<file path="src/rtl/countdown_timer_if.sv">
// Countdown timer control/status bundle: one-cycle command pulses and the
// ms timebase strobe in, registered time/state out.
interface countdown_timer_if;
    logic       i_set;
    logic       i_up;
    logic       i_down;
    logic       i_left;
    logic       i_right;
    logic       i_ms_pulse;
    logic [5:0] o_sec;
    logic [5:0] o_min;
    logic [4:0] o_hr;
    logic [1:0] o_field;
    logic       o_running;
    logic       o_alarm;

    // Stimulus side: drives the pulses, observes the timer.
    modport master (
        output i_set, i_up, i_down, i_left, i_right, i_ms_pulse,
        input  o_sec, o_min, o_hr, o_field, o_running, o_alarm
    );

    // Timer side.
    modport slave (
        input  i_set, i_up, i_down, i_left, i_right, i_ms_pulse,
        output o_sec, o_min, o_hr, o_field, o_running, o_alarm
    );
endinterface

</file>
<file path="src/rtl/countdown_timer.sv">
// Countdown timer: hh:mm:ss editable with a field cursor, counts down on a
// 1 ms strobe, supports pause/resume and raises an alarm at 00:00:00.
// Optional feature macro: TIMER_ALARM_AUTOCLEAR_EN -- when defined the alarm
// drops back to EDIT on its own after ALARM_MS strobes.
module countdown_timer #(
    parameter int unsigned MS_PER_SEC = 1000,
    parameter int unsigned ALARM_MS   = 5000
) (
    input logic               i_clk,
    input logic               i_rstn,
    countdown_timer_if.slave  bus
);

    localparam logic [1:0] ST_EDIT  = 2'd0;
    localparam logic [1:0] ST_RUN   = 2'd1;
    localparam logic [1:0] ST_PAUSE = 2'd2;
    localparam logic [1:0] ST_ALARM = 2'd3;

    localparam logic [1:0] FLD_SEC = 2'd0;
    localparam logic [1:0] FLD_MIN = 2'd1;
    localparam logic [1:0] FLD_HR  = 2'd2;

    localparam int unsigned MsW = (MS_PER_SEC > 1) ? $clog2(MS_PER_SEC) : 1;
    localparam logic [MsW-1:0] MsReload = MsW'(MS_PER_SEC - 1);
    localparam logic [MsW-1:0] MsOne    = MsW'(1);

    // Reject degenerate configurations at elaboration.
    if (MS_PER_SEC < 1 || ALARM_MS < 1) begin : g_param_check
        $error("countdown_timer: MS_PER_SEC and ALARM_MS must be at least 1");
    end

    logic [1:0]     state_q, state_d;
    logic [5:0]     sec_q, sec_d;
    logic [5:0]     min_q, min_d;
    logic [4:0]     hr_q, hr_d;
    logic [1:0]     field_q, field_d;
    logic [MsW-1:0] ms_q, ms_d;
    logic           running_q, running_d;
    logic           alarm_q, alarm_d;

`ifdef TIMER_ALARM_AUTOCLEAR_EN
    localparam int unsigned AlmW = (ALARM_MS > 1) ? $clog2(ALARM_MS) : 1;
    localparam logic [AlmW-1:0] AlmLast = AlmW'(ALARM_MS - 1);
    localparam logic [AlmW-1:0] AlmOne  = AlmW'(1);

    logic [AlmW-1:0] alm_cnt_q, alm_cnt_d;
`endif

    // Decoded single-cycle commands; opposing pairs cancel each other.
    logic cmd_left, cmd_right, cmd_up, cmd_down;
    assign cmd_left  = bus.i_left  & ~bus.i_right;
    assign cmd_right = bus.i_right & ~bus.i_left;
    assign cmd_up    = bus.i_up    & ~bus.i_down;
    assign cmd_down  = bus.i_down  & ~bus.i_up;

    logic time_nonzero;
    assign time_nonzero = (sec_q != 6'd0) || (min_q != 6'd0) || (hr_q != 5'd0);

    // One-second decrement with borrow chain; saturates at zero.
    logic [5:0] dec_sec, dec_min;
    logic [4:0] dec_hr;
    logic       dec_zero;
    always_comb begin
        dec_sec = sec_q;
        dec_min = min_q;
        dec_hr  = hr_q;
        if (sec_q != 6'd0) begin
            dec_sec = sec_q - 6'd1;
        end else if (min_q != 6'd0) begin
            dec_sec = 6'd59;
            dec_min = min_q - 6'd1;
        end else if (hr_q != 5'd0) begin
            dec_sec = 6'd59;
            dec_min = 6'd59;
            dec_hr  = hr_q - 5'd1;
        end
        dec_zero = (dec_sec == 6'd0) && (dec_min == 6'd0) && (dec_hr == 5'd0);
    end

    // Next-state logic for the FSM, time fields, cursor and subcounters.
    always_comb begin
        state_d = state_q;
        sec_d   = sec_q;
        min_d   = min_q;
        hr_d    = hr_q;
        field_d = field_q;
        ms_d    = ms_q;
`ifdef TIMER_ALARM_AUTOCLEAR_EN
        alm_cnt_d = alm_cnt_q;
`endif

        case (state_q)
            ST_EDIT: begin
                if (bus.i_set) begin
                    // A zero time is not startable; the press is consumed.
                    if (time_nonzero) begin
                        ms_d    = MsReload;
                        state_d = ST_RUN;
                    end
                end else if (cmd_left) begin
                    field_d = (field_q == FLD_HR) ? FLD_SEC : field_q + 2'd1;
                end else if (cmd_right) begin
                    field_d = (field_q == FLD_SEC) ? FLD_HR : field_q - 2'd1;
                end else if (cmd_up) begin
                    case (field_q)
                        FLD_SEC: sec_d = (sec_q == 6'd59) ? 6'd0 : sec_q + 6'd1;
                        FLD_MIN: min_d = (min_q == 6'd59) ? 6'd0 : min_q + 6'd1;
                        FLD_HR:  hr_d  = (hr_q == 5'd23) ? 5'd0 : hr_q + 5'd1;
                        default: ;
                    endcase
                end else if (cmd_down) begin
                    case (field_q)
                        FLD_SEC: sec_d = (sec_q == 6'd0) ? 6'd59 : sec_q - 6'd1;
                        FLD_MIN: min_d = (min_q == 6'd0) ? 6'd59 : min_q - 6'd1;
                        FLD_HR:  hr_d  = (hr_q == 5'd0) ? 5'd23 : hr_q - 5'd1;
                        default: ;
                    endcase
                end
            end

            ST_RUN: begin
                // Strobe is applied before i_set so a same-cycle pause
                // still sees the decrement, and reaching zero wins.
                if (bus.i_ms_pulse) begin
                    if (ms_q == '0) begin
                        ms_d  = MsReload;
                        sec_d = dec_sec;
                        min_d = dec_min;
                        hr_d  = dec_hr;
                        if (dec_zero) begin
                            state_d = ST_ALARM;
`ifdef TIMER_ALARM_AUTOCLEAR_EN
                            alm_cnt_d = '0;
`endif
                        end
                    end else begin
                        ms_d = ms_q - MsOne;
                    end
                end
                if (bus.i_set && state_d != ST_ALARM) begin
                    state_d = ST_PAUSE;
                end
            end

            ST_PAUSE: begin
                // Resume keeps the partially elapsed second.
                if (bus.i_set) begin
                    state_d = ST_RUN;
                end else if (cmd_left) begin
                    state_d = ST_EDIT;
                end
            end

            ST_ALARM: begin
                if (bus.i_set) begin
                    state_d = ST_EDIT;
                    field_d = FLD_SEC;
`ifdef TIMER_ALARM_AUTOCLEAR_EN
                    alm_cnt_d = '0;
                end else if (bus.i_ms_pulse) begin
                    if (alm_cnt_q == AlmLast) begin
                        state_d   = ST_EDIT;
                        field_d   = FLD_SEC;
                        alm_cnt_d = '0;
                    end else begin
                        alm_cnt_d = alm_cnt_q + AlmOne;
                    end
`endif
                end
            end

            default: begin
                state_d = ST_EDIT;
                field_d = FLD_SEC;
            end
        endcase

        running_d = (state_d == ST_RUN);
        alarm_d   = (state_d == ST_ALARM);
    end

    // State and output registers with asynchronous clear.
    always_ff @(posedge i_clk or negedge i_rstn) begin
        if (!i_rstn) begin
            state_q   <= ST_EDIT;
            sec_q     <= '0;
            min_q     <= '0;
            hr_q      <= '0;
            field_q   <= FLD_SEC;
            ms_q      <= '0;
            running_q <= 1'b0;
            alarm_q   <= 1'b0;
        end else begin
            state_q   <= state_d;
            sec_q     <= sec_d;
            min_q     <= min_d;
            hr_q      <= hr_d;
            field_q   <= field_d;
            ms_q      <= ms_d;
            running_q <= running_d;
            alarm_q   <= alarm_d;
        end
    end

`ifdef TIMER_ALARM_AUTOCLEAR_EN
    // Alarm duration counter, present only with auto-clear.
    always_ff @(posedge i_clk or negedge i_rstn) begin
        if (!i_rstn) begin
            alm_cnt_q <= '0;
        end else begin
            alm_cnt_q <= alm_cnt_d;
        end
    end
`endif

    // Outputs come straight from registers.
    always_comb begin
        bus.o_sec     = sec_q;
        bus.o_min     = min_q;
        bus.o_hr      = hr_q;
        bus.o_field   = field_q;
        bus.o_running = running_q;
        bus.o_alarm   = alarm_q;
    end

endmodule

</file>
<file path="src/flat_wrapper.sv">
// flat-port wrapper written by rule: the top's interface ports become plain ports
module countdown_timer_flat 
#(
    parameter int unsigned MS_PER_SEC = 1000,
    parameter int unsigned ALARM_MS   = 5000
)
  (i_clk, i_rstn, bus_i_set, bus_i_up, bus_i_down, bus_i_left, bus_i_right, bus_i_ms_pulse, bus_o_sec, bus_o_min, bus_o_hr, bus_o_field, bus_o_running, bus_o_alarm);
  countdown_timer_if bus_i ();
  input logic i_clk;
  input logic i_rstn;
  input wire logic [$bits(bus_i.i_set)-1:0] bus_i_set;
  input wire logic [$bits(bus_i.i_up)-1:0] bus_i_up;
  input wire logic [$bits(bus_i.i_down)-1:0] bus_i_down;
  input wire logic [$bits(bus_i.i_left)-1:0] bus_i_left;
  input wire logic [$bits(bus_i.i_right)-1:0] bus_i_right;
  input wire logic [$bits(bus_i.i_ms_pulse)-1:0] bus_i_ms_pulse;
  output wire logic [$bits(bus_i.o_sec)-1:0] bus_o_sec;
  output wire logic [$bits(bus_i.o_min)-1:0] bus_o_min;
  output wire logic [$bits(bus_i.o_hr)-1:0] bus_o_hr;
  output wire logic [$bits(bus_i.o_field)-1:0] bus_o_field;
  output wire logic [$bits(bus_i.o_running)-1:0] bus_o_running;
  output wire logic [$bits(bus_i.o_alarm)-1:0] bus_o_alarm;
  assign bus_i.i_set = bus_i_set;
  assign bus_i.i_up = bus_i_up;
  assign bus_i.i_down = bus_i_down;
  assign bus_i.i_left = bus_i_left;
  assign bus_i.i_right = bus_i_right;
  assign bus_i.i_ms_pulse = bus_i_ms_pulse;
  assign bus_o_sec = bus_i.o_sec;
  assign bus_o_min = bus_i.o_min;
  assign bus_o_hr = bus_i.o_hr;
  assign bus_o_field = bus_i.o_field;
  assign bus_o_running = bus_i.o_running;
  assign bus_o_alarm = bus_i.o_alarm;
  countdown_timer #(.MS_PER_SEC(MS_PER_SEC), .ALARM_MS(ALARM_MS)) u_core (.i_clk(i_clk), .i_rstn(i_rstn), .bus(bus_i));
endmodule
</file>
<file path="config.mk">
export PLATFORM = sky130hd
export DESIGN_NAME = countdown_timer_flat
export DESIGN_NICKNAME = d
export VERILOG_FILES = /design/src/rtl/countdown_timer_if.sv /design/src/rtl/countdown_timer.sv /design/src/flat_wrapper.sv
export SDC_FILE = /design/constraint.sdc
export NUM_CORES = 1
export LEC_CHECK = 0
export BUFFER_PORTS_ARGS = -buffer_cell sky130_fd_sc_hd__buf_2
export CAP_MARGIN = 20
export CORE_MARGIN = 3
export CORE_UTILIZATION = 62
export CTS_BUF_LIST = sky130_fd_sc_hd__clkbuf_4
export DETAILED_ROUTE_END_ITERATION = 10
export GPL_ROUTABILITY_DRIVEN = 0
export HOLD_SLACK_MARGIN = 0.15
export PLACE_DENSITY = 0.83
export SLEW_MARGIN = 20
export SYNTH_ARGS = -nofsm -noshare
export SYNTH_HDL_FRONTEND = slang
export SYNTH_SLANG_ARGS = --single-unit
</file>
<file path="constraint.sdc">
create_clock -name i_clk -period 3.4 [get_ports i_clk]
set_clock_uncertainty 0.05 [all_clocks]
set_input_delay 0.68 -clock i_clk [delete_from_list [all_inputs] [get_ports i_clk]]
set_output_delay 0.68 -clock i_clk [all_outputs]
set_load 0.02 [all_outputs]
</file>
# After elaboration in Yosys (flattened, before gate mapping)
# Index checks and enable logic that the tools add are counted.
[classes]
reduce_logical = 24
eq_ne = 27
bitwise_logic = 8
add_sub_neg = 9
n_mux = 68
[ops]
columns = ["op", "count"]
rows = [
  ["6-bit two-way mux", 28],
  ["5-bit two-way mux", 14],
  ["10-bit two-way mux", 4],
  ["2-bit two-way mux", 16],
  ["9-bit AND reduction", 3],
  ["6-bit zero test", 4],
  ["6-bit one-hot mux with 2 select lines", 2],
  ["10-bit one-hot mux with 2 select lines", 1],
  ["3-bit inequality test, second input constant", 6],
  ["2-bit inequality test, second input constant", 7],
  ["6-bit by 1-bit adder with 6-bit output, second input constant", 2],
  ["6-bit == test, second input constant", 2],
  ["6-bit nonzero test", 2],
  ["6-bit by 1-bit subtractor with 6-bit output, second input constant", 2],
  ["10-bit zero test", 1],
  ["5-bit zero test", 2],
  ["5-bit one-hot mux with 2 select lines", 1],
  ["10-bit by 1-bit subtractor with 10-bit output, second input constant", 1],
  ["2-bit == test, second input constant", 4],
  ["2-bit one-hot mux with 4 select lines", 1],
  ["4-bit AND reduction", 2],
  ["2-bit by 1-bit == test with 1-bit output, second input constant", 3],
  ["3-bit by 1-bit inequality test with 1-bit output, second input constant", 2],
  ["5-bit by 1-bit adder with 5-bit output, second input constant", 1],
  ["13 further kinds", 25],
]
[totals]
out_inout_bits = 21
regBits = 33
word_cells = 144
inputBits = 8

# Depth between registers and ports, before layout
[logic_depth]
ltp_word = 16
depth_mapped = 11
depth_no_buf = 10

# Worst setup path before layout
# Ideal clock, no wire load.
[synth_timing]
path_kind = "reg2reg"
startpoint = "reg u_core.min_q[0] (netlist: u_core.bus.o_min[0])"
endpoint = "reg u_core.alarm_q (netlist: u_core.bus.o_alarm)"
slack_ns = 0.406
n_path_buf = 2
stages_incl_launch_ff = 12
t_arrival_ns = 2.879
path_cell_list = "dfrtp_1 clkbuf_1 inv_1 ha_1 clkbuf_1 nor2b_1 a211oi_1 a221oi_1 or4_1 nor4_2 o21ai_1 and2b_1"
[synth_between]
elab_chain_cells = 15
elab_cells_between_ends = 27
classes_between = "add/sub: 1; eq/ne: 2; mux: 15; reduce/logical: 9"
[synth_lines]
columns = ["element", "line_no", "source"]
rows = [
  ["start: declaration", "countdown_timer.sv:34", "logic [5:0] min_q, min_d;"],
  ["start signal: assignment", "countdown_timer.sv:196", "min_q <= min_d;"],
  ["6-bit by 1-bit subtractor with 6-bit output, or another cell as far along", "countdown_timer.sv:71", "dec_min = min_q - 6'd1;"],
  ["6-bit two-way mux", "countdown_timer.sv:69", "end else if (min_q != 6'd0) begin"],
  ["6-bit two-way mux", "countdown_timer.sv:67", "if (sec_q != 6'd0) begin"],
  ["6-bit zero test", "countdown_timer.sv:77", "dec_zero = (dec_sec == 6'd0) && (dec_min == 6'd0) && (dec_hr == 5'd0);"],
  ["1-bit logical AND (2 in series)", "countdown_timer.sv:77", ""],
  ["2-bit two-way mux", "countdown_timer.sv:130", "if (dec_zero) begin"],
  ["2-bit two-way mux", "countdown_timer.sv:125", "if (ms_q == '0) begin"],
  ["2-bit two-way mux", "countdown_timer.sv:124", "if (bus.i_ms_pulse) begin"],
  ["2-bit two-way mux", "countdown_timer.sv:92", "case (state_q)"],
  ["2-bit inequality test", "countdown_timer.sv:140", "if (bus.i_set && state_d != ST_ALARM) begin"],
  ["1-bit logical AND", "countdown_timer.sv:140", ""],
  ["2-bit two-way mux", "countdown_timer.sv:140", ""],
  ["2-bit one-hot mux with 4 select lines *", "countdown_timer.sv:92", ""],
  ["2-bit == test *", "countdown_timer.sv:179", "alarm_d = (state_d == ST_ALARM);"],
  ["net u_core.alarm_d", "countdown_timer.sv:39", "logic alarm_q, alarm_d;"],
  ["end signal: assignment", "countdown_timer.sv:201", "alarm_q <= alarm_d;"],
  ["end: declaration", "countdown_timer.sv:39", ""],
]
# Mark *: on every way through the listed nets, which the timed path passes. The rest lies on a longest branch. The select of a mux whose other input is x is not followed.
# A chain may end at the register's enable or synchronous reset.

# Worst setup path in the final report
[layout_timing]
startpoint = "reg u_core.sec_q[0] (netlist: u_core.bus.o_sec[0])"
endpoint = "reg u_core.alarm_q (netlist: u_core.bus.o_alarm)"
[layout_between]
elab_chain_cells = 15
elab_cells_between_ends = 25
classes_between = "add/sub: 1; eq/ne: 2; mux: 13; reduce/logical: 9"
[layout_lines]
columns = ["element", "line_no", "source"]
rows = [
  ["start: declaration", "countdown_timer.sv:33", "logic [5:0] sec_q, sec_d;"],
  ["start signal: assignment", "countdown_timer.sv:186", "sec_q <= '0;"],
  ["start signal: assignment", "countdown_timer.sv:195", "sec_q <= sec_d;"],
  ["branches (longest 13 deep; another with 6-bit by 1-bit subtractor with 6-bit output)", "--", ""],
  ["2-bit one-hot mux with 4 select lines *", "countdown_timer.sv:92", ""],
  ["2-bit == test *", "countdown_timer.sv:179", ""],
  ["net u_core.alarm_d", "countdown_timer.sv:39", ""],
]
# Mark *: on every way through the listed nets, which the timed path passes. The select of a mux whose other input is x is not followed.

==> results_dict.tcl <==
set metrics [dict create \
    slew_headroom_pct 49.44 \
    rsz0062_at_grt "false" \
    start_util_pct 67.27 \
    die_w_um 76.37 \
    n_antenna_cell 0 \
    ant_nets 0 \
    start_kind "register" \
    min-delay-path-class "input pin to asynchronous set/reset pin" \
    final_nets 446 \
    synth_area_sq_um 3070 \
    drv_cap 0 \
    status "completed" \
    fin_hold_ws_ns 0.3359 \
    yosysWarnings 0 \
    grt_pass1_vias 2906 \
    htree_levels 2 \
    setup_viol 0 \
    multiInputGateArea_sq_um 2031 \
    ys_seq_elements 33 \
    core_sq_um 4564 \
    track_usage_pct 27.09 \
    syn_nets 426 \
    period_minus_slack_ns 3.063 \
    slew_viol_final 0 \
    synthFlopType "dfrtp_1" \
    clock-sinks 33 \
    final.setup.tns_ns 0 \
    netlist_instances 403 \
    clk_pin_slew_ns 0.12 \
    die_height_um 76.37 \
    grt-ovfl-total 0 \
    area_growth_pct 7.661 \
    path_cells "inv_1, ha_1, nor2b_1, nand3_1, mux2_2, a2111o_1, nor4_2, o21ai_1, and2b_1" \
    dieArea_sq_um 5832 \
    io_pins 29 \
    worst-path-max-fanout 10 \
    critPathArrivalTime_ns 3.30 \
    grt_pass1_wl_mm 13.32 \
    end_kind "register" \
    drc 0 \
    post_cts_resized 0 \
    leakage_nw 1.345 \
    postCtsHoldBufs 0 \
    cp_slowest_cell "nor2b_1" \
    seq_area_frac_synth_pct 26.89 \
    place_hpwl_mm 5.625 \
    peakVddDrop_uv 560.6 \
    post-route-period-util_pct 90.09 \
    cpPeakStageDelay_ns 0.52 \
    drive_gt1_share_pct 15.57 \
    max_freq_ghz 0.3265 \
    seqCellArea_sq_um 825.8 \
    path_class "register to register" \
    wirelength_mm 7.755 \
    grt_max_degree 34 \
    tritoncts "built" \
    core.rowCount 24 \
    worstMarginPinSlew_ns 0.7585 \
    ys_types 63 \
    ff2ff_setup_slack_ns 0.34 \
    vias 3145 \
    worstSkewPairLatency_ns 0.35 \
    cts_buffer_depth 2 \
    vias_per_cell 6.431 \
    hold_viol_final 0 \
    worstPathRequired_ns 3.64 \
    post_synth.cell_area_avg_sq_um 7.619 \
    clock_tree.root_cell "clkbuf_4" \
    n_fill_cell 376 \
    drt_iter0_markers 424 \
    p_per_area_nw_per_um2 867.1 \
    antenna_found_initial 0 \
    wire_per_inst_um 15.86 \
    drt_first_pass_iters 5 \
    numPortBuffers 28 \
    synth-edff-count 0 \
    cts_setup_buffers 0 \
    synthArstFlopShare_pct 100.0 \
    cts-buffers-inserted 5 \
]
## cell type report
type	count	share of cell area, %
clock buffer	6	1.363
sequential	33	24.98
tap	65	2.460
clock inverter	2	0.3028
inverter	26	2.952
timing repair buffer	38	6.510
multi-input combinational	319	61.43
## worst max-delay path, delay by kind of cell (launching register included)
| kind | cells | cell delay, ns |
|---|---|---|
| buffers and inverters | 1 | 0.09 |
| adder cells (fa/ha/maj) | 1 | 0.30 |
| AND/OR/NAND/NOR | 4 | 1.25 |
| AO/OA/AOI/OAI | 2 | 0.53 |
| multiplexers | 1 | 0.31 |
| flip-flops | 1 | 0.48 |
## layer usage
layer | up-vias | GRT usage (%) | share of wire (%)
met4 | 0 | 9.420 | 2.1
met5 | - | 0 | 0
met3 | 19 | 4.374 | 7.9
li1 | 1532 | - | -
met1 | 1433 | 34.80 | 42
met2 | 161 | 46.05 | 48
## where the power goes
part / switching, W / internal (W)
Clock: 0.000144 / 0.0000868
Sequential: 0.000213 / 0.000532
Combinational: 0.00118 / 0.000708
Total: 0.00154 / 0.00133
## placed cells by master (no fill, tap or decap), types with 5 or more instances in the layout
cell type and n:
nand4_1 5, buf_2 28, dfrtp_1 33, buf_4 10, a31oi_1 11, nand2b_1 10
a211oi_1 8, clkbuf_4 6, a21oi_1 37, ha_1 15, and3_1 6, or3_1 7
nor2_1 40, o21ai_1 5, nor3_1 15, nand3_1 15, inv_1 25, nand2_1 31
nor2b_1 6, o21ai_0 28, o31ai_1 5, nor4_1 5
## sequential cells by signal (all words and copies together) (netlist names)
name	flops
u_core.bus.o_sec	6
u_core.ms_q	10
u_core.bus.o_min	6
u_core.bus.o_hr	5
u_core.bus.o_field	2
u_core.bus.o_alarm	1
u_core.state_q	2
u_core.bus.o_running	1
## final timing paths
check | depth (start not counted) | startpoint | end
max reg2reg | 9 | u_core.bus.o_sec[0] | u_core.bus.o_alarm
min reg2reg | 1 | u_core.ms_q[4] | u_core.ms_q[4]
min | 1 | i_rstn | u_core.bus.o_min[1]
max | 9 | u_core.bus.o_sec[0] | u_core.bus.o_alarm
min in group i_clk | 1 | u_core.ms_q[4] | u_core.ms_q[4]
max in group asynchronous | 1 | i_rstn | u_core.ms_q[7]
## synth_stat cells, types with 10 or more instances
| cell | instances | share of area, % |
|---|---|---|
| dfrtp_1 | 33 | 27 |
| nor3_1 | 15 | 2.4 |
| clkbuf_1 | 20 | 2.4 |
| nand2b_1 | 10 | 2.0 |
| nand3_1 | 15 | 2.4 |
| nand2_1 | 31 | 3.8 |
| nor2_1 | 40 | 4.9 |
| ha_1 | 15 | 6.1 |
| a21oi_1 | 37 | 6.0 |
| o21ai_0 | 28 | 4.6 |
| inv_1 | 25 | 3.1 |
| a31oi_1 | 11 | 2.2 |
## cells by family after synthesis
family	after synthesis	share of synthesized area, %
mux	8	2.771
fa+ha+maj	15	6.112
simple gates	160	28.40
compound gates	130	26.98
xor+xnor	6	1.711
flops	33	26.89
buf+inv	51	7.131
## through the flow
stage	power [W]	setup WS, ns	utilization, %	instance area, sq um	cells
final	0.002866	0.3370	72.42	3306	489
after global routing	0.003136	0.03300	72.42	3306	489
after CTS	0.002851	0.3511	72.31	3301	489
after detailed placement	0.002615	0.3797	71.11	3246	481
after global placement	0.002569	0.4602	71.11	3246	481
after floorplan	0.002156	0.4064	-	3070	403
Note: power is estimated with default switching activity, not from simulation.
